## config.mk

```make
export PLATFORM = sky130hd
export DESIGN_NAME = key_edge_timer
export DESIGN_NICKNAME = d
export VERILOG_FILES = /design/src/rtl/key_edge_timer.sv
export SDC_FILE = /design/constraint.sdc
export NUM_CORES = 1
export LEC_CHECK = 0
export ABC_CLOCK_PERIOD_IN_PS = 6300
export BUFFER_PORTS_ARGS = -buffer_cell sky130_fd_sc_hd__buf_2
export CORE_ASPECT_RATIO = 1.2
export CORE_UTILIZATION = 58
export CTS_CLUSTER_DIAMETER = 200
export DETAILED_ROUTE_END_ITERATION = 10
export PLACE_DENSITY = 0.78
export SYNTH_ARGS = -nofsm -noshare
export SYNTH_HDL_FRONTEND = slang
export SYNTH_SLANG_ARGS = --single-unit
```

## constraint.sdc

```tcl
create_clock -name clk -period 6.3 [get_ports clk]
set_input_delay 0 -clock clk [delete_from_list [all_inputs] [get_ports clk]]
set_output_delay 0 -clock clk [all_outputs]
set_load 0.01 [all_outputs]
```

## src/rtl/key_edge_timer.sv

```systemverilog
// key_edge_timer
//
// Multi-channel debounced edge detector and interval timer for Morse key and
// button inputs. Each channel synchronises its raw input and debounces it. It
// emits one-cycle rise, fall and changed pulses. On every debounced change it
// also reports how long the previous stable level lasted.
//
// Parameters:
//   CHANNELS        number of independent channels (>=1)
//   SYNC_STAGES     synchroniser depth per channel (>=2)
//   DEBOUNCE_CYCLES consecutive disagreeing cycles needed to flip the level (>=1)
//   DUR_WIDTH       width of each interval counter (>=2)
//
// Ports:
//   clk        rising-edge clock
//   reset      asynchronous, active-high reset
//   din        raw asynchronous inputs, one bit per channel
//   level      debounced level per channel
//   rise       one-cycle pulse when level goes 0->1
//   fall       one-cycle pulse when level goes 1->0
//   ischanged  rise | fall
//   dur_valid  one-cycle pulse; dur/dur_lvl/dur_sat of that channel are fresh
//   dur        previous interval length, channel i at [i*DUR_WIDTH +: DUR_WIDTH]
//   dur_lvl    level that the reported interval had
//   dur_sat    reported interval hit the counter limit
module key_edge_timer #(
  parameter int CHANNELS        = 4,
  parameter int SYNC_STAGES     = 2,
  parameter int DEBOUNCE_CYCLES = 8,
  parameter int DUR_WIDTH       = 16
) (
  input  logic                          clk,
  input  logic                          reset,
  input  logic [CHANNELS-1:0]           din,
  output logic [CHANNELS-1:0]           level,
  output logic [CHANNELS-1:0]           rise,
  output logic [CHANNELS-1:0]           fall,
  output logic [CHANNELS-1:0]           ischanged,
  output logic [CHANNELS-1:0]           dur_valid,
  output logic [CHANNELS*DUR_WIDTH-1:0] dur,
  output logic [CHANNELS-1:0]           dur_lvl,
  output logic [CHANNELS-1:0]           dur_sat
);

  localparam int CNT_W = $clog2(DEBOUNCE_CYCLES + 1);
  localparam logic [CNT_W-1:0]     CNT_LAST = CNT_W'(DEBOUNCE_CYCLES - 1);
  localparam logic [DUR_WIDTH-1:0] RUN_MAX  = '1;

  genvar gi;
  generate
    for (gi = 0; gi < CHANNELS; gi++) begin : g_ch
      logic [SYNC_STAGES-1:0] sync_reg;
      logic [CNT_W-1:0]       cnt_reg;
      logic [DUR_WIDTH-1:0]   run_reg;
      logic [DUR_WIDTH-1:0]   dur_reg;
      logic                   level_reg;
      logic                   rise_reg;
      logic                   fall_reg;
      logic                   changed_reg;
      logic                   dur_valid_reg;
      logic                   dur_lvl_reg;
      logic                   dur_sat_reg;
      logic                   s;
      logic                   change;

      assign s = sync_reg[SYNC_STAGES-1];
      // The level flips on the edge where the input has disagreed for the
      // last of DEBOUNCE_CYCLES consecutive cycles.
      assign change = (s != level_reg) && (cnt_reg == CNT_LAST);

      always_ff @(posedge clk or posedge reset) begin
        if (reset) begin
          sync_reg <= '0;
        end else begin
          sync_reg <= {sync_reg[SYNC_STAGES-2:0], din[gi]};
        end
      end

      always_ff @(posedge clk or posedge reset) begin
        if (reset) begin
          cnt_reg       <= '0;
          run_reg       <= '0;
          dur_reg       <= '0;
          level_reg     <= 1'b0;
          rise_reg      <= 1'b0;
          fall_reg      <= 1'b0;
          changed_reg   <= 1'b0;
          dur_valid_reg <= 1'b0;
          dur_lvl_reg   <= 1'b0;
          dur_sat_reg   <= 1'b0;
        end else begin
          rise_reg      <= 1'b0;
          fall_reg      <= 1'b0;
          changed_reg   <= 1'b0;
          dur_valid_reg <= 1'b0;

          // One cycle of agreement restarts the count, so short glitches
          // never reach the level.
          if (s == level_reg || cnt_reg == CNT_LAST) begin
            cnt_reg <= '0;
          end else begin
            cnt_reg <= cnt_reg + CNT_W'(1);
          end

          if (change) begin
            level_reg     <= s;
            rise_reg      <= s;
            fall_reg      <= ~s;
            changed_reg   <= 1'b1;
            dur_valid_reg <= 1'b1;
            dur_reg       <= run_reg;
            dur_lvl_reg   <= level_reg;
            dur_sat_reg   <= (run_reg == RUN_MAX);
            // The change edge itself is the first cycle of the new interval.
            run_reg       <= DUR_WIDTH'(1);
          end else if (run_reg != RUN_MAX) begin
            run_reg <= run_reg + DUR_WIDTH'(1);
          end
        end
      end

      assign level[gi]                          = level_reg;
      assign rise[gi]                           = rise_reg;
      assign fall[gi]                           = fall_reg;
      assign ischanged[gi]                      = changed_reg;
      assign dur_valid[gi]                      = dur_valid_reg;
      assign dur[gi*DUR_WIDTH +: DUR_WIDTH]     = dur_reg;
      assign dur_lvl[gi]                        = dur_lvl_reg;
      assign dur_sat[gi]                        = dur_sat_reg;
    end
  endgenerate

endmodule

```

==> metrics.txt <==
fill count 980; Num CTS Buffers 17; Initial Util 0.600; Slew headroom 0.285; CP max stage delay 0.87 ns; Crit. End Element flip-flop; gr usage total 0.239; WL final 15100 um; routability congestion estimate 0.843; TritonCTS clock tree done; CTS root buf clkbuf_16; Comb power frac 0.168; CP Class flip-flop to flip-flop; Final min period 3.09 ns; DR pass1 iterations 4; worst slack, placed 3.24 ns; die width 107 um; Post-synth ARST share 1.00; Worst-Skew Late Latency 0.43 ns; status complete, no violations; P&R area growth vs syn 13.5%; GRT overflow 0; Sink Count 176; Avg WL per Cell 14.5 um; post-route ant nets 0; crit path launch type flip-flop; Ant. Diodes 0; Clock Skews 0.00803 ns; Iter 0 DRT Violations 298; DIE AREA 13700 um2; synthesized area per cell 9.66 um2; Setup Viol. Count Final 0; crit-path max FO 28; Synth cell types 44; post-synthesis sequential area ratio 0.574; Final Max Slew Viols 0; Power Total 3.06 mW; Die Span Y 128 um; TNS Setup 0 ns; CTS clk-pin slew, worst paths 0.06 ns; Gate Count Post-Synth 794; clock buffer depth 2; Residual DRC 0; DR vias/cell 5.69; vias in the first global route 5725; Finished Cell Area 8700 um2; layout cells sized above 1 0.152; clock share of power 0.334; row count 45; Final Hold Viols 0; Syn. warnings 0; PD cells 351 nW/um2; CTS H-tree depth 4; Max VDD drop 0.239 mV; EDFF count, synth 0; hold crit path type input port to flip-flop; # Max-Cap Violations 0; final-stage net count 879; Largest delay share family, worst path simple AND/OR/NAND/NOR gates; routed via count 5925; Final HPWL DP 10000 um; final core utilization 0.681; first-pass GRT wire length 25900 um; pin count of the biggest net entering global routing 90; initial antenna violation count 0; Final period util 0.491; GR Layer Usage met1 0.304; Worst Path Arrival 3.40 ns; setup ws final 3.21 ns; Fmax 323 MHz; Max stage delay cell, worst path clkinv_1; M2 GR Usage 0.396; Net Sw Frac 0.302; Int Pwr 2.13 mW; Post-Syn Area 7670 um2; Global Route met3 Usage 0.0590; switching power 923 uW; Worst-Margin Slew 1.07 ns; Reg power frac 0.498; Setup Fix Bufs, Post-CTS 0; register bit total from synthesis 176; CP Data Required Time 6.60 ns; Synthesized Nets 808; crit path cell chain ha_1, and3b_1, nand2_1, clkinv_1, o41ai_1; CP bufs+invs 1; leakage power 4.44 nW; I/O pin total 98; Placeable Area 12800 um2; RSZ-0062 raised after global routing no; Post-DP Area 8080 um2; number of port buffers 97; Primary FF master, synth dfrtp_1; GR peak layer met2
-- power groups by stage --
| stage | registers, mW | logic [mW] | clock network [mW] |
|---|---|---|---|
| 2_1_floorplan | 1.50 | 0.386 | 0 |
| 3_3_place_gp | 1.52 | 0.485 | 0 |
| 3_5_place_dp | 1.54 | 0.515 | 0 |
| 4_1_cts | 1.52 | 0.522 | 1.04 |
| 5_1_grt | 1.55 | 0.594 | 1.09 |
| 6_report | 1.52 | 0.513 | 1.02 |
-- worst paths after layout --
path	start	to	slack, ns	cells after the start
min in group asynchronous	reset	g_ch[0].dur_reg[5]	0.27	3
min	din[1]	g_ch[1].sync_reg[0]	0.22	2
max reg2reg	g_ch[1].cnt_reg[0]	g_ch[1].run_reg[11]	3.21	5
max	g_ch[1].cnt_reg[0]	g_ch[1].run_reg[11]	3.21	5
max in group asynchronous	reset	g_ch[1].dur_reg[13]	4.44	4
min reg2reg	g_ch[0].sync_reg[0]	g_ch[0].sync_reg[1]	0.35	0
-- metal layers --
metal	routed length, um	vias up
li1	-	2867
met1	6790	2921
met2	7590	122
met3	550	15
met4	205	0
met5	0	-
-- layout by cell type (no fill, tap or decap), types with 4 or more instances in the layout --
cell,count
nand3_1,25
o311ai_0,5
xor2_1,13
clkinvlp_4,5
dlygate4sd3_1,5
nor2_1,36
a31oi_1,7
o21ai_0,38
and3_1,9
and4_1,9
o31ai_1,12
nor3_1,17
a21oi_1,32
ha_1,8
or3_1,17
nand4_1,17
clkbuf_16,17
o41ai_1,4
or4_1,14
nand2_1,232
inv_1,11
and3b_1,4
nor4_1,7
mux2i_1,5
nand3b_1,4
buf_2,97
xnor2_1,7
dfrtp_1,176
nor3b_1,9
-- synthesized netlist by cell type (2+ instances only) --
cell type | count | area share
a21oi_1 | 32 | 0.021
and3b_1 | 4 | 0.0046
clkbuf_1 | 19 | 0.0093
clkinv_1 | 2 | 0.00098
o211a_1 | 2 | 0.0026
a31oi_1 | 7 | 0.0057
o311ai_0 | 5 | 0.0057
nand4_1 | 17 | 0.014
a211oi_1 | 3 | 0.0029
nor4_1 | 7 | 0.0057
and3_1 | 9 | 0.0073
nand2b_1 | 2 | 0.0016
o21ai_0 | 38 | 0.025
nand3b_1 | 4 | 0.0039
nor3_1 | 17 | 0.011
nand2_1 | 232 | 0.11
xor2_1 | 13 | 0.015
o31ai_1 | 12 | 0.012
ha_1 | 8 | 0.013
dfrtp_1 | 176 | 0.57
or4_1 | 14 | 0.014
and2_1 | 3 | 0.0024
nor2_1 | 36 | 0.018
nor2b_1 | 2 | 0.0016
buf_4 | 28 | 0.027
or3_1 | 17 | 0.014
mux2i_1 | 5 | 0.0065
buf_1 | 4 | 0.0020
o41ai_1 | 4 | 0.0046
xnor2_1 | 7 | 0.0080
nor3b_1 | 9 | 0.0088
inv_1 | 12 | 0.0059
nand3_1 | 25 | 0.016
and4_1 | 9 | 0.010
-- worst reg2reg max path, cell delays in order, from the launching register on --
cell,delay [ns]
dfrtp_1,0.41
ha_1,0.24
and3b_1,0.21
nand2_1,0.67
clkinv_1,0.88
o41ai_1,0.57
-- cell families after synthesis --
logic type | share of synthesized area
simple gates | 0.251
flops | 0.574
mux | 0.00652
buf+inv | 0.0466
compound gates | 0.0861
xor+xnor | 0.0228
fa+ha+maj | 0.0130
-- repair_timing --
action	4_1_cts	5_1_grt
hold buffers	5	0
resized for setup	0	0
hold endpoints to repair	91	0
-- final cells by class --
class | count | area [um2] | area share
inverters | 15 | 61.3 | 0.00704
repair buffers | 104 | 551 | 0.0633
multi-input cells | 551 | 2910 | 0.334
flip-flops and latches | 176 | 4400 | 0.506
well taps | 164 | 205 | 0.0236
clock inverters | 10 | 113 | 0.0129
clock buffers | 21 | 460 | 0.0529
-- stage by stage --
stage          cells  hold WS [ns]
6_report        1041         0.218
2_1_floorplan    794        0.0314
4_1_cts         1041         0.195
3_5_place_dp    1005         0.110
5_1_grt         1041         0.205
3_3_place_gp    1005         0.109
Note: power is estimated with default switching activity, not from simulation.
